--- src/rtl/dac_spi_rx.sv ---
// dac_spi_rx -- SPI write receiver for a two-channel DAC.
//
// Samples an asynchronous SPI bus (sck, cs, mosi) in the clk domain. A frame is
// 24 bits, MSB first: command[23:20], address[19:16], data[15:4] (offset binary),
// and a don't-care nibble in [3:0]. Accepted frames are converted to two's
// complement and loaded into the addressed channel register.
//
// Ports:
//   clk   in   system clock
//   rst   in   asynchronous active-high reset
//   sck   in   SPI clock (asynchronous, at least 4 clk per period)
//   cs    in   active-low frame select (asynchronous)
//   mosi  in   serial data, MSB first, changes on sck falling edge
//   ch0   out  signed channel-0 value (address 4'h0)
//   ch1   out  signed channel-1 value (address 4'h1)
//   valid out  one-clk pulse when ch0 or ch1 was updated
//   addr  out  channel written by the most recent valid pulse
//   err   out  one-clk pulse when a frame is rejected
//
// State | meaning
// IDLE  | synchronized cs high, waiting for a frame to start
// SHIFT | cs low, shifting in bits on synchronized sck rising edges
// EVAL  | one cycle: check the captured frame, produce valid or err next cycle

module dac_spi_rx #(
    parameter logic [3:0] CMD_CODE   = 4'h3,
    parameter int         FRAME_BITS = 24
) (
    input  logic        clk,
    input  logic        rst,
    input  logic        sck,
    input  logic        cs,
    input  logic        mosi,
    output logic [11:0] ch0,
    output logic [11:0] ch1,
    output logic        valid,
    output logic        addr,
    output logic        err
);

    localparam logic [4:0] FRAME_CNT = 5'(FRAME_BITS);

    typedef enum logic [1:0] {IDLE, SHIFT, EVAL} state_t;

    state_t      state;
    state_t      state_nxt;

    logic        sck_s1, sck_s2, sck_d;
    logic        cs_s1, cs_s2, cs_d;
    logic        mosi_s1, mosi_s2;
    logic [1:0]  prime_cnt;
    logic        primed;

    logic        sck_rise, cs_rise, cs_fall;
    logic [23:0] sr;
    logic [4:0]  bit_cnt;

    logic        clr_frame, shift_en, frame_ok, accept, reject;
    logic        unused_bits;

    always_ff @(posedge clk or posedge rst) begin
        if (rst) begin
            sck_s1    <= 1'b0;
            sck_s2    <= 1'b0;
            sck_d     <= 1'b0;
            cs_s1     <= 1'b1;
            cs_s2     <= 1'b1;
            cs_d      <= 1'b1;
            mosi_s1   <= 1'b0;
            mosi_s2   <= 1'b0;
            prime_cnt <= 2'd0;
        end else begin
            sck_s1  <= sck;
            sck_s2  <= sck_s1;
            sck_d   <= sck_s2;
            cs_s1   <= cs;
            cs_s2   <= cs_s1;
            cs_d    <= cs_s2;
            mosi_s1 <= mosi;
            mosi_s2 <= mosi_s1;
            if (prime_cnt != 2'd3)
                prime_cnt <= prime_cnt + 2'd1;
        end
    end

    // cs_d only holds a genuinely sampled cs level three clocks after reset.
    // Until then the preset 1s would fake a falling edge if cs was held low
    // through reset, so a frame must see cs really high before it can start.
    assign primed   = (prime_cnt == 2'd3);
    assign sck_rise = sck_s2 & ~sck_d;
    assign cs_rise  = cs_s2 & ~cs_d;
    assign cs_fall  = ~cs_s2 & cs_d & primed;

    always_ff @(posedge clk or posedge rst) begin
        if (rst)
            state <= IDLE;
        else
            state <= state_nxt;
    end

    always_comb begin
        state_nxt = state;
        case (state)
            IDLE:    if (cs_fall) state_nxt = SHIFT;
            SHIFT:   if (cs_rise) state_nxt = EVAL;
            EVAL:    state_nxt = IDLE;
            default: state_nxt = IDLE;
        endcase
    end

    always_comb begin
        clr_frame = (state == IDLE) && cs_fall;
        // An sck rise coinciding with the cs rise belongs to no frame.
        shift_en  = (state == SHIFT) && sck_rise && !cs_rise;
        frame_ok  = (bit_cnt == FRAME_CNT) && (sr[23:20] == CMD_CODE)
                    && (sr[19:17] == 3'b000);
        accept    = (state == EVAL) && frame_ok;
        reject    = (state == EVAL) && !frame_ok;
    end

    assign unused_bits = ^sr[3:0];

    always_ff @(posedge clk or posedge rst) begin
        if (rst) begin
            sr      <= 24'h000000;
            bit_cnt <= 5'd0;
            ch0     <= 12'h000;
            ch1     <= 12'h000;
            addr    <= 1'b0;
            valid   <= 1'b0;
            err     <= 1'b0;
        end else begin
            valid <= accept;
            err   <= reject;
            if (clr_frame) begin
                sr      <= 24'h000000;
                bit_cnt <= 5'd0;
            end else if (shift_en) begin
                sr <= {sr[22:0], mosi_s2};
                if (bit_cnt != 5'd31)
                    bit_cnt <= bit_cnt + 5'd1;
            end
            if (accept) begin
                // Offset binary to two's complement: invert the MSB.
                if (sr[16])
                    ch1 <= {~sr[15], sr[14:4]};
                else
                    ch0 <= {~sr[15], sr[14:4]};
                addr <= sr[16];
            end
        end
    end

endmodule
--- config.mk ---
export PLATFORM = sky130hd
export DESIGN_NAME = dac_spi_rx
export DESIGN_NICKNAME = d
export VERILOG_FILES = /design/src/rtl/dac_spi_rx.sv
export SDC_FILE = /design/constraint.sdc
export NUM_CORES = 1
export LEC_CHECK = 0
export ABC_AREA = 1
export CORE_ASPECT_RATIO = 1.2
export CORE_MARGIN = 2
export CORE_UTILIZATION = 60
export DETAILED_ROUTE_END_ITERATION = 6
export PLACE_DENSITY = 0.85
export SLEW_MARGIN = 25
export SYNTH_ARGS = -nofsm -noshare
export SYNTH_HDL_FRONTEND = slang
export SYNTH_SLANG_ARGS = --single-unit
--- constraint.sdc ---
create_clock -name clk -period 4.75 [get_ports clk]
set_input_delay 0.95 -clock clk [delete_from_list [all_inputs] [get_ports clk]]
set_output_delay 0.95 -clock clk [all_outputs]
set_load 0.005 [all_outputs]
==> results.toml, run 1 <==
[status]
status = "completed"

[sta]
timing.final.max_slew_violations = 0
skew_ps = 6.91
rsz0062_at_grt = "false"
setup_violations = 0
relSlewSlack_pct = 40.0
hold-worst-slack_ps = 357
fin_crit_sh_pct = 46.0
worstMarginPinSlew_ps = 899
fin_crit_ps = 2180
final_hold_viol_count = 0
tns_ps = 0
fmax_ghz = 0.458

[grt]
grt_pass1_wl_um = 9230
antenna_found_initial = 0
gr-total-overflow = 0
grtUsageTotal_pct = 22.5
grt_max_degree = 37
grt_pass1_vias = 2028

[yosys]
synth_fa_ha_area_share_pct = 1.69
synth_cell_types = 29
synth-seq-cells = 68
synth_area_leaders = "dfrtp_1 55%, nand2_1 13%, nand4_1 6.1%"
netlist_instances = 311
synth-compound-area-share_pct = 1.35
avgSynthCellArea_um2 = 9.50
seq_area_frac_synth_pct = 57.7
yosys_warnings = 0
synth_area_leader_cell = "dfrtp_1"
ys.flop_type = "dfrtp_1"
synth_xor_area_share_pct = 0.889
muxShareOfSynthArea_pct = 0.381
yosys.area_share.simple_pct = 30.9
mappedNetlistArea_um2 = 2960
async_flop_share_pct = 100
yosysMostFrequentCell = "nand2_1"
synth_edf_count = 0
netlist_top_cells_count = "105 x nand2_1, 65 x dfrtp_1, 29 x nand3_1, 29 x nand4_1, 17 x inv_1"
synthesis.nets = 320
synth_top_family_by_area = "simple AND/OR/NAND/NOR gates"
synth_top_area_share_pct = 55.0

[floorplan]
coreArea_um2 = 4830
ios = 32
die_y_um = 80.9
initial_core_util_pct = 61.1
row_count = 28
die_w_um = 68.1
die_area_um2 = 5510

[cts]
clockRootBuffer = "clkbuf_8"
cts_buffers = 9
cts_tree = "yes"
cts_sinks = 68
cts_resized = 0
clk_pin_slew_ps = 70
worstSkewPairLatency_ps = 340
postCtsSetupRepairBufs = 0
h-tree-depth = 3
clock_path_buffers = 2
ctsHoldBuffers = 0

[layout]
final_core_util_pct = 70.9
drive_gt1_share_pct = 11.0
diodes = 0
register_area_um2 = 1710
fillCellCount = 359
final_net_count = 348
multi_input_area_um2 = 1050
area_growth_pct = 16.0

[place]
dp_hpwl_um = 3640
gp_congestion = 0.864
portBuffers = 31

[pwr]
pwr-share-comb_pct = 7.1
p_switching_w = 0.000283
p_int_w = 0.000889
p_sw_share_pct = 24.1
seqPwrFrac_pct = 52.2
leakage_nw = 1.75
ir_drop_mv = 0.246
power_density_nw_per_um2 = 342
pwr-share-clk_pct = 40.7

[drt]
drt-wirelength-per-cell_um = 13.5
postRouteAntennaNets = 0
via_count = 2214
drt-total-wl_um = 5470
first_pass_iters = 4
drt-vias-per-instance = 5.48
drtIter0Drc = 192
drcViolationCount = 0

[worst_setup_path]
path_cells = "clkdlybuf4s50_1"
critPathKind = "reg -> out"
worst-path-buf-inv = 1
endpoint = "ch0[6]"
timing.rr.end = "sr[15]$_DFFE_PP0P_"
reg2regPathDepth = 6
cp_slowest_cell = "clkdlybuf4s50_1"
cpPeakStageDelay_ps = 510
crit_family = "buffers and inverters"
worst-path-max-fanout = 2
end_kind = "output pin"
cp-start-kind = "register"
startpoint = "ch0[6]$_DFFE_PP0P_"
crit_required_ps = 3800
worstPathArrival_ps = 1230
ff2ff_setup_slack_ps = 2630
r2r_start = "prime_cnt[0]$_DFFE_PP0P_"
crit_cells = 1

[job]
drv_cap = 0

[worst_hold_path]
min_path_type = "reg -> reg"
==> power groups by stage <==
stage / clock network [W] / logic (W) / registers [W]
floorplan: 0 / 0.0000719 / 0.000618
global placement: 0 / 0.0000808 / 0.000620
detailed placement: 0 / 0.0000832 / 0.000621
CTS: 0.000480 / 0.0000843 / 0.000610
global route: 0.000505 / 0.0000952 / 0.000613
finish: 0.000477 / 0.0000835 / 0.000611
==> metal layers <==
metal | track usage [%] | up-vias | part of all wire (%)
li1 | - | 1080 | -
met3 | 5.40 | 9 | 5.0
met5 | 0 | - | 0
met1 | 28.6 | 1058 | 43
met2 | 37.0 | 67 | 50
met4 | 9.00 | 0 | 1.8
==> final cells by class <==
cell class	count	area share (%)
clock buffers	12	4.52
inverters	22	2.41
well taps	60	2.19
flip-flops and latches	68	49.7
clock inverters	4	1.39
multi-input cells	206	30.5
repair buffers	32	9.27
==> placed cells by master (no fill, tap or decap) <==
master and count:
nand4_4 1, inv_2 6, clkdlybuf4s50_1 31, nand3_2 1
nand2_2 3, nand3b_1 1, ha_1 4, clkbuf_1 1
o21ai_0 6, nand2_1 105, mux2_2 1, nor2_1 12
dfrtp_1 65, o21ai_1 2, nor2_4 4, dfstp_2 3
bufinv_16 1, nand4_1 29, and3_1 1, nand3_1 29
inv_1 16, clkinvlp_4 1, clkbuf_8 11, xnor2_1 1
nor3_1 1, nand4_2 1, clkinv_2 2, nor3_4 1
nor3_2 1, xor2_1 2, buf_4 1
==> worst min path at each step <==
stage,endpoint,depth (start not counted),from
2_1_floorplan,mosi_s2$_DFF_PP0_,0,mosi_s1$_DFF_PP0_
3_3_place_gp,mosi_s2$_DFF_PP0_,0,mosi_s1$_DFF_PP0_
3_5_place_dp,mosi_s2$_DFF_PP0_,0,mosi_s1$_DFF_PP0_
4_1_cts,cs_s2$_DFF_PP1_,0,cs_s1$_DFF_PP1_
5_1_grt,cs_s2$_DFF_PP1_,0,cs_s1$_DFF_PP1_
6_report,mosi_s2$_DFF_PP0_,0,mosi_s1$_DFF_PP0_
==> cells by family (layout without fill, tap and decap cells) <==
family          after synthesis  in the layout
fa+ha+maj                     4              4
compound gates                8              8
simple gates                190            190
mux                           1              1
flops                        68             68
buf+inv                      37             70
xor+xnor                      3              3
==> flip-flops by register name, summed over array words and instances, names as in the netlist, 2 cells and up <==
register   cells
bit_cnt        5
ch0           12
ch1           12
prime_cnt      2
sr            24
state          2
==> through the flow <==
| step | instances | cell area, um2 | total power [W] | setup slack (ps) |
|---|---|---|---|---|
| 5_1_grt | 404 | 3430 | 0.00121 | 2390 |
| 4_1_cts | 404 | 3420 | 0.00117 | 2550 |
| 2_1_floorplan | 311 | 2960 | 0.000690 | 2090 |
| 3_5_place_dp | 388 | 3220 | 0.000704 | 2420 |
| 3_3_place_gp | 388 | 3220 | 0.000701 | 2430 |
| 6_report | 404 | 3430 | 0.00117 | 2570 |
Note: power is estimated with default switching activity, not from simulation.
==> inputs of run 2 (changes only) <==
--- a/config.mk
+++ b/config.mk
@@ -8,9 +8,9 @@
 export ABC_AREA = 1
 export CORE_ASPECT_RATIO = 1.2
 export CORE_MARGIN = 2
-export CORE_UTILIZATION = 60
+export CORE_UTILIZATION = 50
 export DETAILED_ROUTE_END_ITERATION = 6
-export PLACE_DENSITY = 0.85
+export PLACE_DENSITY = 0.76
 export SLEW_MARGIN = 25
 export SYNTH_ARGS = -nofsm -noshare
 export SYNTH_HDL_FRONTEND = slang
==> constraint.sdc (replaced) <==
create_clock -name clk -period 1.9 [get_ports clk]
set_input_delay 0.38 -clock clk [delete_from_list [all_inputs] [get_ports clk]]
set_output_delay 0.38 -clock clk [all_outputs]
set_load 0.005 [all_outputs]
==> run 2 against run 1 <==
Effect of this change:
- clock skew is 4.3 ps higher
- utilization shrank 7.5 points
- flip-flop and latch count is the same
- design area increased by 4.8%
- cell count rose by 7.2%
- power grew to 2.7 times the previous value
- combinational power grew to 2.8 times the previous value
- setup slack got worse by 2300 ps
- via count decreased by 1.8%
- global-route usage fell by 3.3 points
- count of clock-buffer cells in the layout is the same
- critical endpoint is now bit_cnt[3]$_DFFE_PP0P_
==> results.toml, run 2 (same netlist as run 1, synthesis figures left out) <==
[layout]
largest_reg_flops = 24
final_net_count = 357
final_cell_mix = "105 x nand2_1, 65 x dfrtp_1, 31 x clkdlybuf4s50_1"
layout_commonest_cell = "nand2_1"
largest-register = "sr"
layoutNonFillerInstCount = 433
drive_gt1_share_pct = 13.3
area_growth_pct = 21.6
top_regs = "sr x24, ch0 x12, ch1 x12"
diodes = 0

[worst_setup_path]
r2r_start = "bit_cnt[0]$_DFFE_PP0P_"
worst-path-buf-inv = 1
crit_required_ps = 2120
cp-start-kind = "register"
path_cells = "ha_1 > and3_1 > ha_1 > inv_1 > nand3_1 > nand3_1 > nand2_1"
worst-path-max-fanout = 7
worstPathArrival_ps = 1860
timing.rr.end = "bit_cnt[3]$_DFFE_PP0P_"
crit_family = "simple AND/OR/NAND/NOR gates"
cp_slowest_cell = "dfrtp_1"
critPathKind = "reg -> reg"
ff2ff_setup_slack_ps = 270
reg2regPathDepth = 7
end_kind = "register"
cpPeakStageDelay_ps = 410

[grt]
grtUsageTotal_pct = 19.3
antenna_found_initial = 0
gr-total-overflow = 0
grt_pass1_wl_um = 9550
grt_pass1_vias = 2101
grt_max_degree = 26

[drt]
drt-total-wl_um = 5410
first_pass_iters = 4
postRouteAntennaNets = 0
highest_layer = "met4"
drtIter0Drc = 141
wl_met3_um = 200
drt-wirelength-per-cell_um = 12.5
met1_length_um = 2540
via_count = 2174
drcViolationCount = 0
drt-vias-per-instance = 5.02
wl_met2_um = 2560

[floorplan]
coreArea_um2 = 5670
row_count = 30
initial_core_util_pct = 52.1
die_area_um2 = 6540
die_w_um = 74.2
die_y_um = 88.2
ios = 32

[sta]
fin_crit_ps = 1630
fin_crit_sh_pct = 86.0
relSlewSlack_pct = 66.1
tns_ps = 0
worstMarginPinSlew_ps = 507
setup_violations = 0
timing.final.max_slew_violations = 0
setup_ws_ps = 266
final_hold_viol_count = 0
fmax_ghz = 0.612
rsz0062_at_grt = "false"
skew_ps = 11.2

[cts]
cts_tree = "yes"
ctsHoldBuffers = 0
h-tree-depth = 3
cts_sinks = 68
cts_buffers = 9
clk_pin_slew_ps = 70
postCtsSetupRepairBufs = 0
cts_resized = 0
clockRootBuffer = "clkbuf_8"
clock_path_buffers = 2
worstSkewPairLatency_ps = 340

[place]
gp_congestion = 0.823
dp_hpwl_um = 3850
place_worst_setup_slack_ps = 283
dpl.cell_count = 417
portBuffers = 31

[worst_hold_path]
min_path_type = "reg -> reg"
hold_path_depth = 0
hold_path_end = "sck_s2$_DFF_PP0_"
worstHoldStart = "sck_s1$_DFF_PP0_"

[job]
drv_cap = 0

[pwr]
finalPower_w = 0.00321
leakage_nw = 1.82
ir_drop_mv = 0.634
power_density_nw_per_um2 = 893

[status]
status = "completed"
-- run 2: changes by cell type in the layout (fill, tap and decap cells not counted) --
cell	change
nor2_2	+1
buf_12	+2
inv_2	-1
clkinv_2	-1
buf_4	+7
nor2_4	-1
bufinv_16	+2
-- run 2: area by class of cell --
type	count	area (um2)
clock buffer	12	155
clock inverter	4	95.1
fill	455	2070
inverter	22	86.3
multi-input combinational	206	1040
sequential	68	1710
tap	80	100
timing repair buffer	41	410
-- run 2: per-stage QoR --
stage          cell area [um2]  hold slack [ps]  utilization, %
2_1_floorplan             2960              331               -
3_3_place_gp              3340              336            59.0
3_5_place_dp              3340              339            59.0
4_1_cts                   3590              353            63.4
5_1_grt                   3590              356            63.4
6_report                  3590              349            63.4
-- run 2: worst max-delay path by stage --
stage / start / to / slack [ps] / depth (start not counted)
finish: bit_cnt[0]$_DFFE_PP0P_ / bit_cnt[3]$_DFFE_PP0P_ / 270 / 7
global route: bit_cnt[0]$_DFFE_PP0P_ / bit_cnt[4]$_DFFE_PP0P_ / 130 / 8
CTS: bit_cnt[0]$_DFFE_PP0P_ / bit_cnt[0]$_DFFE_PP0P_ / 270 / 7
detailed placement: bit_cnt[0]$_DFFE_PP0P_ / bit_cnt[1]$_DFFE_PP0P_ / 280 / 7
global placement: bit_cnt[0]$_DFFE_PP0P_ / bit_cnt[1]$_DFFE_PP0P_ / 320 / 8
floorplan: bit_cnt[0]$_DFFE_PP0P_ / bit_cnt[0]$_DFFE_PP0P_ / 450 / 7
-- run 2: per-layer routing --
layer,vias up,track usage [%]
met1,1023,24.9
li1,1097,-
met3,12,4.10
met2,42,30.7
met5,-,0
met4,0,9.92
-- run 2: power by group --
group	switching (W)	total (W)	internal, W
clock	0.000509	0.00145	0.000942
sequential	0.0000333	0.00152	0.00149
combinational	0.000156	0.000234	0.0000779
